File: config.mk
export PLATFORM = sky130hd
export DESIGN_NAME = sequenced_decoder
export DESIGN_NICKNAME = d
export VERILOG_FILES = /design/src/rtl/sequenced_decoder_pkg.sv /design/src/rtl/sequenced_decoder_onehot_decoder.sv /design/src/rtl/sequenced_decoder.sv
export SDC_FILE = /design/constraint.sdc
export NUM_CORES = 1
export LEC_CHECK = 0
export ABC_AREA = 1
export CAP_MARGIN = 25
export CORE_MARGIN = 2
export CORE_UTILIZATION = 52
export CTS_CLUSTER_SIZE = 14
export DETAILED_ROUTE_END_ITERATION = 12
export GPL_TIMING_DRIVEN = 0
export PLACE_DENSITY_LB_ADDON = 0.08
export RECOVER_POWER = 50
export SYNTH_ARGS = -nofsm -noshare
export SYNTH_HDL_FRONTEND = slang
export SYNTH_SLANG_ARGS = --single-unit
export TNS_END_PERCENT = 20
File: constraint.sdc
create_clock -name clk -period 5.25 [get_ports clk]
set_input_delay 0.525 -clock clk [delete_from_list [all_inputs] [get_ports clk]]
set_output_delay 0.525 -clock clk [all_outputs]
set_load 0.1 [all_outputs]
File: src/rtl/sequenced_decoder_pkg.sv
// Shared constants for the sequenced decoder: mode encodings seen on the mode port.
package sequenced_decoder_pkg;

   localparam logic [1:0] MODE_DIRECT    = 2'b00;
   localparam logic [1:0] MODE_SCAN_UP   = 2'b01;
   localparam logic [1:0] MODE_SCAN_DOWN = 2'b10;
   localparam logic [1:0] MODE_HOLD      = 2'b11;

endpackage

File: src/rtl/sequenced_decoder_onehot_decoder.sv
// Combinational index-to-one-hot converter; all-zero when disabled.
module onehot_decoder #(
   parameter int ADDR_W = 3
) (
   input  logic                   en_i,
   input  logic [ADDR_W-1:0]      addr_i,
   output logic [2**ADDR_W-1:0]   onehot_o
);

   always_comb begin
      onehot_o = '0;
      if (en_i) onehot_o[addr_i] = 1'b1;
   end

endmodule

File: src/rtl/sequenced_decoder.sv
// Address decoder with direct load, prescaled up/down scanning, hold and wrap pulse.
// Output is a registered one-hot of the next selected index.
module sequenced_decoder
   import sequenced_decoder_pkg::*;
#(
   parameter int ADDR_W = 3,
   parameter int DIV_W  = 4
) (
   input  logic                  clk,
   input  logic                  reset,
   input  logic                  enable,
   input  logic [1:0]            mode,
   input  logic                  in_valid,
   output logic                  in_ready,
   input  logic [ADDR_W-1:0]     address,
   input  logic [DIV_W-1:0]      div,
   output logic [2**ADDR_W-1:0]  out,
   output logic [ADDR_W-1:0]     cur_addr,
   output logic                  wrap
);

   localparam int N = 2**ADDR_W;

   logic [ADDR_W-1:0] cur_q, cur_d;
   logic [DIV_W-1:0]  pre_q, pre_d;
   logic [1:0]        mode_q, mode_d;
   logic              wrap_q, wrap_d;
   logic [N-1:0]      out_q, out_d;
   logic              accept, mode_chg, scanning, step;

   assign in_ready = enable && (mode != MODE_HOLD);
   assign accept   = in_valid && in_ready;
   assign mode_chg = (mode != mode_q);
   assign scanning = (mode == MODE_SCAN_UP) || (mode == MODE_SCAN_DOWN);
   // >= rather than == so a div lowered below the running count steps at once
   assign step     = scanning && !mode_chg && (pre_q >= div);

   always_comb begin
      cur_d  = cur_q;
      pre_d  = pre_q;
      mode_d = mode_q;
      wrap_d = 1'b0;
      if (enable) begin
         mode_d = mode;
         if (accept) begin
            cur_d = address;
            pre_d = '0;
         end else if (mode_chg) begin
            pre_d = '0;
         end else if (step) begin
            pre_d = '0;
            if (mode == MODE_SCAN_UP) begin
               cur_d  = cur_q + ADDR_W'(1);
               wrap_d = &cur_q;
            end else begin
               cur_d  = cur_q - ADDR_W'(1);
               wrap_d = ~|cur_q;
            end
         end else if (scanning) begin
            pre_d = pre_q + DIV_W'(1);
         end
      end
   end

   onehot_decoder #(.ADDR_W(ADDR_W)) u_onehot (
      .en_i     (enable),
      .addr_i   (cur_d),
      .onehot_o (out_d)
   );

   always_ff @(posedge clk or posedge reset) begin
      if (reset) begin
         cur_q  <= '0;
         pre_q  <= '0;
         mode_q <= MODE_DIRECT;
         wrap_q <= 1'b0;
         out_q  <= '0;
      end else begin
         cur_q  <= cur_d;
         pre_q  <= pre_d;
         mode_q <= mode_d;
         wrap_q <= wrap_d;
         out_q  <= out_d;
      end
   end

   assign out      = out_q;
   assign cur_addr = cur_q;
   assign wrap     = wrap_q;

endmodule

Yosys cells after proc, flatten, opt, wreduce, memory -nomap -nowiden
Index checks and enable logic that the tools add are counted.
Widths: inputs -> output; s select.
{"block": "word_totals", "reg_bits": 18, "latchBits": 0, "ramBits": 0, "rom_bits": 0, "inputBits": 13, "out_inout_bits": 13, "wordCells": 44, "n_memories": 0}
{"block": "classes", "n_addsub": 3, "n_mul": 0, "div": 0, "order_cmp": 3, "n_eq_ne": 4, "shifts": 0, "n_mux": 17, "bitwise_logic": 0, "reduce_logical": 12}
{"cell": "$mux 4", "count": 4}
{"cell": "$mux 3", "count": 5}
{"cell": "$mux 8", "count": 1}
{"cell": "$mux 1", "count": 6}
{"cell": "$logic_and 1x1->1", "count": 5}
{"cell": "$add 4x1->4 const B", "count": 1}
{"cell": "$ge 4x4->1", "count": 1}
{"cell": "$lt 3x4->1 const B", "count": 1}
{"cell": "$reduce_bool 4->1", "count": 1}
{"cell": "$add 3x1->3 const B", "count": 1}
{"cell": "$demux 1 s3", "count": 1}
{"cell": "$ge 3x1->1 const B", "count": 1}
{"cell": "$reduce_and 3->1", "count": 1}
{"cell": "$reduce_or 3->1", "count": 1}
{"cell": "$sub 3x1->3 const B", "count": 1}
{"cell": "$eq 2x1->1 const B", "count": 1}
{"cell": "$eq 2x2->1 const B", "count": 1}
{"cell": "$logic_not 1->1", "count": 2}
{"cell": "$ne 2x2->1", "count": 1}
{"cell": "$ne 2x2->1 const B", "count": 1}
{"cell": "$reduce_and 2->1", "count": 1}
{"cell": "$logic_or 1x1->1", "count": 1}

Longest topological paths before layout
Gate-level depths: netlist (run 1).
{"block": "logic_depth", "depth_word": 13, "mapped_depth": 14, "ltp_nobuf": 14}

By module
A second synthesis (run 1) with hierarchy kept.
{"block": "unflattened", "hier_cells": 143, "hier_area_um2": 1077.3}
{"module": "sequenced_decoder", "instances": 1, "cells_each": 126, "area_each_um2": 1013.5, "seq_area_each_um2": 450.4}
{"module": "onehot_decoder", "instances": 1, "cells_each": 17, "area_each_um2": 63.8, "seq_area_each_um2": 0.0}

Worst setup path after synthesis (run 1)
Ideal clock, no wire load.
{"block": "synth_path", "path_kind": "reg-to-reg", "start": "register cur_q[0] (netlist: cur_addr[0])", "end": "register out_q[5] (netlist: out[5])", "setup_time_ns": 0.072, "arrival_ns": 2.267, "t_required_ns": 5.178, "slack_ns": 2.912, "stages_incl_launch_ff": 11, "n_path_buf": 0, "period_less_slack_ns": 2.338, "cell_sequence": "dfrtp_1 -> inv_1 -> fa_1 -> nand3_1 -> nand2_1 -> nand3b_1 -> nand3_1 -> nand2_1 -> nand2_2 -> nand2_1 -> nor2_1"}
{"block": "synth_via", "elab_chain_len": 11, "elab_cells_between_ends": 13, "classes_between": "add/sub (2); order compare (2); mux (8); reduce/logical (1)"}
{"item": "from (decl)", "line": "sequenced_decoder.sv:24", "text": "logic [ADDR_W-1:0] cur_q, cur_d;"}
{"item": "from (signal assigned)", "line": "sequenced_decoder.sv:79", "text": "cur_q <= cur_d;"}
{"item": "$sub 3x1->3 / $add 3x1->3 (equally long branches)", "line": "sequenced_decoder.sv:56, sequenced_decoder.sv:53"}
{"item": "$mux 3 (*)", "line": "sequenced_decoder.sv:52", "text": "if (mode == MODE_SCAN_UP) begin"}
{"item": "$mux 3 (*)", "line": "sequenced_decoder.sv:50", "text": "end else if (step) begin"}
{"item": "$mux 3 (*)", "line": "sequenced_decoder.sv:48", "text": "end else if (mode_chg) begin"}
{"item": "$mux 3 (*)", "line": "sequenced_decoder.sv:45", "text": "if (accept) begin"}
{"item": "$mux 3 (*)", "line": "sequenced_decoder.sv:43", "text": "if (enable) begin"}
{"item": "net cur_d[2]", "line": "sequenced_decoder.sv:24"}
{"item": "$lt 3x4->1 (not written as such) / $ge 3x1->1 (equally long branches)", "line": "sequenced_decoder_onehot_decoder.sv:12", "text": "if (en_i) onehot_o[addr_i] = 1'b1;"}
{"item": "$logic_and 1x1->1 (not written as such)", "line": "sequenced_decoder_onehot_decoder.sv:12"}
{"item": "$mux 1 (not written as such)", "line": "sequenced_decoder_onehot_decoder.sv:12"}
{"item": "$demux 1 s3 (*)"}
{"item": "$mux 8 (*)", "line": "sequenced_decoder_onehot_decoder.sv:12"}
{"item": "net out_d[5]", "line": "sequenced_decoder.sv:28", "text": "logic [N-1:0] out_q, out_d;"}
{"item": "to (signal assigned)", "line": "sequenced_decoder.sv:83", "text": "out_q <= out_d;"}
{"item": "to (decl)", "line": "sequenced_decoder.sv:28"}
The timed path passes the listed nets; every way through them passes the cells marked *.
A chain may end at the register's enable or synchronous reset.

Worst setup path after layout (run 1)
{"block": "layout_path", "start": "input enable", "end": "output in_ready"}
{"block": "layout_via", "elab_chain_len": 1}
{"item": "from (decl)", "line": "sequenced_decoder.sv:11", "text": "input logic enable,"}
{"item": "$logic_and 1x1->1", "line": "sequenced_decoder.sv:31", "text": "assign in_ready = enable && (mode != MODE_HOLD);"}
{"item": "to (decl)", "line": "sequenced_decoder.sv:14", "text": "output logic in_ready,"}
No other way between the ends.

==> run summary, run 1 <==
========================================================================================================
Static leakage power                                                                        0.0007262 uW
# hold bufs at CTS                                                                                     0
Number of diodes added for antenna fixing                                                              0
Setup Crit Path Kind                                                                              in2out
IR Drop Worst-Case VDD                                                                       0.0003766 V
Portion of synthesized cell area occupied by the leading cell type                                41.52%
Cell-internal power                                                                             239.3 uW
WL per Instance                                                                                 10.94 um
Total standard cell area after synthesis                                                    0.001085 mm2
Wire length of the first global-routing pass                                                     3719 um
Synthesis Warnings                                                                                     0
Total global routing track utilization                                                            19.66%
Path class of the lowest-slack min-delay path                                                    reg2reg
Switching power                                                                                 173.4 uW
Number of different library cells in the post-synthesis netlist                                       22
Width of the die                                                                                49.68 um
CTS Root Cell                                                                               sky130_fd_sc_hd__clkbuf_4
Initial standard-cell utilization of the core                                                     55.29%
Launch point of the worst reg-to-reg path                                                       pre_q[3]
Clock power share                                                                                  20.6%
Share of cell area taken by muxes after synthesis                                                     0%
Beginning of the worst hold path                                                               mode_q[0]
Die area                                                                                    0.002468 mm2
Final hold violations                                                                                  0
Sequential cell area fraction in the yosys report                                                 41.52%
Crit path required time                                                                          4.72 ns
Setup repair after global routing missed its margin                                                false
First drt pass iteration count                                                                         4
Max Cap Viol                                                                                           0
DRT iter0 DRCs                                                                                        11
Leading cell type in the layout, fill and taps excluded                                     sky130_fd_sc_hd__nand2_1
Vias                                                                                                 910
Share of the cycle needed by the critical path after routing                                      61.47%
Category of the worst setup path launch point                                                  input pin
PortBufs                                                                                              25
Clock buffers created by TritonCTS                                                                     3
Pin slew with the least headroom to its limit                                                  0.9752 ns
RePlAce Congestion                                                                                0.8336
Clock Skews                                                                                  0.007601 ns
Die Y-Extent                                                                                    49.68 um
Antenna violations before repair                                                                       0
Library cell occupying the most area in the post-synthesis netlist                          sky130_fd_sc_hd__dfrtp_1
Register bit total from synthesis                                                                     18
Number of levels the H-tree was split into                                                             1
Number of placement rows                                                                              16
Post-Synthesis Mean Instance Area                                                              8.218 um2
Area Growth Syn to Fin                                                                            27.80%
Post-synthesis xor/xnor area fraction                                                             2.307%
Bufs on Longest Clock Path                                                                             2
Basic-gate share of the synthesized area counting and, or, nand and nor cells                     30.91%
Net switching share of the total power                                                            42.02%
Core region area                                                                            0.001962 mm2
Share of total power in sequential cells                                                           38.4%
Crit path capture type                                                                        output pin
Via count of the first global-routing pass                                                           856
Status                                                                                         completed
Setup violations, final                                                                                0
Insertion delay of the later-clocked pin in the worst-skew pair                                  0.30 ns
Final wirelength                                                                                 2056 um
Layout cells sized above 1                                                                        11.80%
Finished layout cell area                                                                   0.001386 mm2
Post-cts repair resize count                                                                           0
Area post-placement                                                                         0.001369 mm2
Setup bufs post-CTS                                                                                    0
Post-DP HPWL                                                                                     1609 um
Portion of total power attributed to combinational logic                                           41.0%
Worst Setup SP                                                                                    enable
Relative max-transition margin                                                                    34.79%
IO Count                                                                                              26
Main combinational cell family by area after synthesis                                      simple AND/OR/NAND/NOR gates
Number of nets in the layout                                                                         183
Nets in the synthesized netlist                                                                      153
Endpoint arrival time on the critical path                                                       2.70 ns
Post-synthesis instance total                                                                        132
Area fraction in compound gates after synthesis                                                   7.036%
Tmin final                                                                                      3.227 ns
Post-CTS clock slew at the launch and capture registers of the worst setup and hold paths        0.09 ns
CTS tree                                                                                            done
Pwr/cell area                                                                               297.6 mW/mm2
Pin count of the biggest net entering global routing                                                  19
Final antenna-violating net count                                                                      0
Highest attainable clock frequency                                                             309.9 MHz
Sum Neg Setup Slack                                                                                 0 ns
Adder-cell area share of the yosys netlist                                                        9.919%
Top post-synthesis cells by area                                                            sky130_fd_sc_hd__dfrtp_1 (42%), sky130_fd_sc_hd__nand2_1 (10%), sky130_fd_sc_hd__ha_1 (8.1%)
Post-detailed-route DRC marker count                                                                   0
Post-DR vias/cell                                                                                  4.840
Count of pins over their slew limit                                                                    0
Largest fanout on the critical path                                                                    8
Total congestion overflow after global routing                                                         0
Commonest cells after routing, fill and taps aside                                          sky130_fd_sc_hd__nand2_1 (31), sky130_fd_sc_hd__clkdlybuf4s50_1 (23), sky130_fd_sc_hd__inv_1 (20)
TritonCTS Sinks                                                                                       18
========================================================================================================
state kept, by name (all words and copies together), names as in the netlist:
| name | count |
|---|---|
| pre_q | 4 |
| mode_q | 2 |
| wrap | 1 |
| cur_addr | 3 |
| out | 8 |
path summary, 6_finish.rpt:
path                                    end  slack [ns]  cells after the start
worst max-delay path               in_ready        2.02                      4
worst min-delay path              mode_q[0]        0.56                      2
worst max register to register  cur_addr[0]        3.32                      9
worst min register to register    mode_q[0]        0.56                      2
max in group asynchronous            out[0]        4.04                      2
min in group asynchronous              wrap        0.77                      2
cell usage after synthesis:
| library cell | n |
|---|---|
| sky130_fd_sc_hd__o21ai_1 | 2 |
| sky130_fd_sc_hd__inv_1 | 19 |
| sky130_fd_sc_hd__fa_1 | 1 |
| sky130_fd_sc_hd__xor2_1 | 1 |
| sky130_fd_sc_hd__dfrtp_1 | 18 |
| sky130_fd_sc_hd__nand2_1 | 29 |
| sky130_fd_sc_hd__nor2_4 | 2 |
| sky130_fd_sc_hd__nand2_2 | 4 |
| sky130_fd_sc_hd__o21ai_0 | 5 |
| sky130_fd_sc_hd__a22o_1 | 1 |
| sky130_fd_sc_hd__xnor2_2 | 1 |
| sky130_fd_sc_hd__ha_1 | 7 |
| sky130_fd_sc_hd__nand3_2 | 4 |
| sky130_fd_sc_hd__nand4_1 | 1 |
| sky130_fd_sc_hd__o21ai_2 | 1 |
| sky130_fd_sc_hd__a21oi_1 | 3 |
| sky130_fd_sc_hd__nand2_4 | 2 |
| sky130_fd_sc_hd__nor2_1 | 14 |
| sky130_fd_sc_hd__a21oi_2 | 1 |
| sky130_fd_sc_hd__nand3b_1 | 1 |
| sky130_fd_sc_hd__inv_2 | 5 |
| sky130_fd_sc_hd__nand3_1 | 10 |
stage by stage:
stage	instances	hold slack, ns	setup WS, ns	util [%]	total power [uW]
2_1_floorplan	132	0.4636	2.912	-	289.7
3_3_place_gp	184	0.5180	2.130	69.77	330.0
5_1_grt	188	0.5973	1.952	70.66	435.2
4_1_cts	188	0.5556	2.119	71.62	418.2
3_5_place_dp	184	0.5329	2.121	69.77	332.5
6_report	188	0.5597	2.023	70.66	412.6
power by group through the flow:
stage,clock [uW],sequential [uW],combinational [uW]
finish,85.2,158,169
global route,92.4,160,183
CTS,87.5,158,172
detailed placement,0,161,172
global placement,0,161,169
floorplan,0,224,65.8
layer usage:
metal  routed length [um]  track usage [%]
met2                 1006            32.89
met5                    0                0
met1                  948            25.39
met4                    7            2.778
met3                   94            6.364
cell families (layout without fill, tap and decap cells):
family / after synthesis / in the layout
AND/OR/NAND/NOR: 67 / 67
adder cells (fa/ha/maj): 8 / 8
XOR/XNOR: 2 / 2
flip-flops: 18 / 18
buffers and inverters: 24 / 53
AO/OA/AOI/OAI: 13 / 13
area by class of cell:
cell class                      count  area, um2
Timing Repair Buffer               25      250.2
Inverter                           24      90.09
Sequential cell                    18      450.4
Tap cell                           27      33.78
Multi-Input combinational cell     90      525.5
Clock buffer                        4      36.28
Fill cell                         190      575.6
worst max-delay path, cell delays in order:
cell,delay (ns)
sky130_fd_sc_hd__dlygate4sd3_1,0.71
sky130_fd_sc_hd__inv_1,0.21
sky130_fd_sc_hd__nor2_4,0.12
sky130_fd_sc_hd__clkdlybuf4s50_1,1.14
(Power assumes the default switching activity.)
==> run 2: changes to the inputs <==
--- a/config.mk
+++ b/config.mk
@@ -8,7 +8,7 @@
 export ABC_AREA = 1
 export CAP_MARGIN = 25
 export CORE_MARGIN = 2
-export CORE_UTILIZATION = 52
+export CORE_UTILIZATION = 48
 export CTS_CLUSTER_SIZE = 14
 export DETAILED_ROUTE_END_ITERATION = 12
 export GPL_TIMING_DRIVEN = 0
==> constraint.sdc (replaced) <==
create_clock -name clk -period 3 [get_ports clk]
set_input_delay 0.3 -clock clk [delete_from_list [all_inputs] [get_ports clk]]
set_output_delay 0.3 -clock clk [all_outputs]
set_load 0.1 [all_outputs]
==> run summary, run 2 (synthesis gave the netlist of run 1 again) <==
========================================================================================================
Status                                                                                         completed   unchanged
Width of the die                                                                                51.54 um   was 49.68 um
Setup Crit Path Kind                                                                              in2out   unchanged
Highest attainable clock frequency                                                             364.6 MHz
Core region area                                                                            0.002170 mm2   was 0.001962 mm2
Largest fanout on the critical path                                                                    8   unchanged
# hold bufs at CTS                                                                                     0   unchanged
Setup violations, final                                                                                0   unchanged
Post-DP HPWL                                                                                     1644 um   was 1609 um
Insertion delay of the later-clocked pin in the worst-skew pair                                  0.30 ns   about the same
Crit path required time                                                                          2.70 ns   was 4.72 ns
IO Count                                                                                              26   unchanged
Number of levels the H-tree was split into                                                             1   unchanged
Number of nets in the layout                                                                         183   unchanged
Post-cts repair resize count                                                                           0   unchanged
Via count of the first global-routing pass                                                           900   was 856
Total congestion overflow after global routing                                                         0   unchanged
Bufs on Longest Clock Path                                                                             2   unchanged
Setup repair after global routing missed its margin                                                false   unchanged
Pin count of the biggest net entering global routing                                                  19   unchanged
Count of pins over their slew limit                                                                    0   unchanged
Post-CTS clock slew at the launch and capture registers of the worst setup and hold paths        0.11 ns   was 0.09 ns
Pin slew with the least headroom to its limit                                                  0.9713 ns   was 0.9752 ns
Number of diodes added for antenna fixing                                                              0   unchanged
Tmin final                                                                                      2.743 ns
Clock Skews                                                                                   0.01002 ns   was 0.007601 ns
Cell count after placement                                                                           185   was 184
Wire length of the first global-routing pass                                                     3677 um   was 3719 um
Die Y-Extent                                                                                    51.54 um   was 49.68 um
CTS tree                                                                                            done   unchanged
Antenna violations before repair                                                                       0   unchanged
Die area                                                                                    0.002656 mm2   was 0.002468 mm2
Setup bufs post-CTS                                                                                    0   unchanged
First drt pass iteration count                                                                         4   unchanged
Number of placement rows                                                                              17   was 16
Final Non-Filler Cells                                                                               189   was 188
Final hold violations                                                                                  0   unchanged
Total global routing track utilization                                                            19.15%   was 19.66%
Vias                                                                                                 913   was 910
Final antenna-violating net count                                                                      0   unchanged
Final core utilization                                                                            64.30%   was 70.66%
Final wirelength                                                                                 2117 um   was 2056 um
RePlAce Congestion                                                                                0.8154   was 0.8336
Crit path capture type                                                                        output pin   unchanged
Setup slack after layout                                                                       0.2571 ns   was 2.023 ns
Post-DR vias/cell                                                                                  4.831   was 4.840
Area Growth Syn to Fin                                                                            28.60%   was 27.80%
Pwr/cell area                                                                               521.9 mW/mm2   was 297.6 mW/mm2
Reg2Reg Setup Slack                                                                              1.04 ns   was 3.32 ns
Path class of the lowest-slack min-delay path                                                   in2async   was reg2reg
DRT iter0 DRCs                                                                                        14   was 11
Static leakage power                                                                        0.0007312 uW   was 0.0007262 uW
Share of the cycle needed by the critical path after routing                                      91.43%
Endpoint arrival time on the critical path                                                       2.44 ns   was 2.70 ns
IR Drop Worst-Case VDD                                                                       0.0004732 V   was 0.0003766 V
Sum Neg Setup Slack                                                                                 0 ns   unchanged
Leading cell type in the layout, fill and taps excluded                                     sky130_fd_sc_hd__nand2_1   unchanged
Max Cap Viol                                                                                           0   unchanged
Max reg flops                                                                                          8   unchanged
Commonest cells after routing, fill and taps aside                                          sky130_fd_sc_hd__nand2_1 (30), sky130_fd_sc_hd__clkdlybuf4s50_1 (23), sky130_fd_sc_hd__inv_1 (19)   was sky130_fd_sc_hd__nand2_1 (31), sky130_fd_sc_hd__clkdlybuf4s50_1 (23), sky130_fd_sc_hd__inv_1 (20)
CTS Root Cell                                                                               sky130_fd_sc_hd__clkbuf_4   unchanged
Initial standard-cell utilization of the core                                                     50.00%   was 55.29%
PortBufs                                                                                              25   unchanged
Clock buffers created by TritonCTS                                                                     3   unchanged
TritonCTS Sinks                                                                                       18   unchanged
Category of the worst setup path launch point                                                  input pin   unchanged
DP Worst Slack                                                                                 0.3174 ns   was 2.121 ns
WL per Instance                                                                                 11.20 um   was 10.94 um
Post-detailed-route DRC marker count                                                                   0   unchanged
Layout cells sized above 1                                                                        13.04%   was 11.80%
Relative max-transition margin                                                                    35.04%   was 34.79%
========================================================================================================
[run 2: cell counts in the layout (fill, tap and decap cells not counted)]
No cell type changed its count.
[run 2: path summary, 6_finish.rpt]
path                       cells after the start      start     endpoint
setup / recovery                               4     enable     in_ready
hold / removal                                 2      reset         wrap
setup reg to reg                              11   pre_q[1]  cur_addr[0]
hold reg to reg                                2  mode_q[0]    mode_q[0]
max in group asynchronous                      2      reset       out[5]
min in group clk                               2  mode_q[0]    mode_q[0]
[run 2: final cells by class]
| class | instances | area (um2) |
|---|---|---|
| well taps | 28 | 35.03 |
| multi-input cells | 90 | 533.0 |
| flip-flops and latches | 18 | 450.4 |
| repair buffers | 25 | 250.2 |
| fillers | 205 | 774.5 |
| inverters | 24 | 90.09 |
| clock buffers | 4 | 36.28 |
[run 2: per-stage QoR]
stage | cell area, um2 | power [uW] | hold slack (ns)
floorplan | 1085 | 507.0 | 0.2386
global placement | 1370 | 578.3 | 0.5134
detailed placement | 1370 | 584.0 | 0.5313
CTS | 1406 | 739.7 | 0.4141
global route | 1395 | 765.0 | 0.5933
finish | 1395 | 728.1 | 0.5357
[run 2: layer usage]
layer	global-route usage [%]	wire length (um)
met1	22.70	934
met3	2.586	68
met2	33.33	1077
met5	0	0
met4	10.53	37
[run 2: power by group]
part           internal, uW  switching, uW  total, uW  leakage, uW
clock network          74.1           79.0        153    0.0000210
logic                  82.5            215        297     0.000472
registers               263           15.0        278     0.000239
[run 2: critical path, stage by stage]
cell and delay [ns]:
sky130_fd_sc_hd__dlygate4sd3_1 0.72, sky130_fd_sc_hd__inv_2 0.14, sky130_fd_sc_hd__nor2_4 0.13, sky130_fd_sc_hd__clkdlybuf4s50_1 1.15
==> run 3: changes to the inputs <==
--- a/config.mk
+++ b/config.mk
@@ -6,7 +6,6 @@
 export NUM_CORES = 1
 export LEC_CHECK = 0
 export ABC_AREA = 1
-export CAP_MARGIN = 25
 export CORE_MARGIN = 2
 export CORE_UTILIZATION = 48
 export CTS_CLUSTER_SIZE = 14
==> results of run 3 <==
Same layout as run 2: the final DEF is identical, and so are final timing and power.
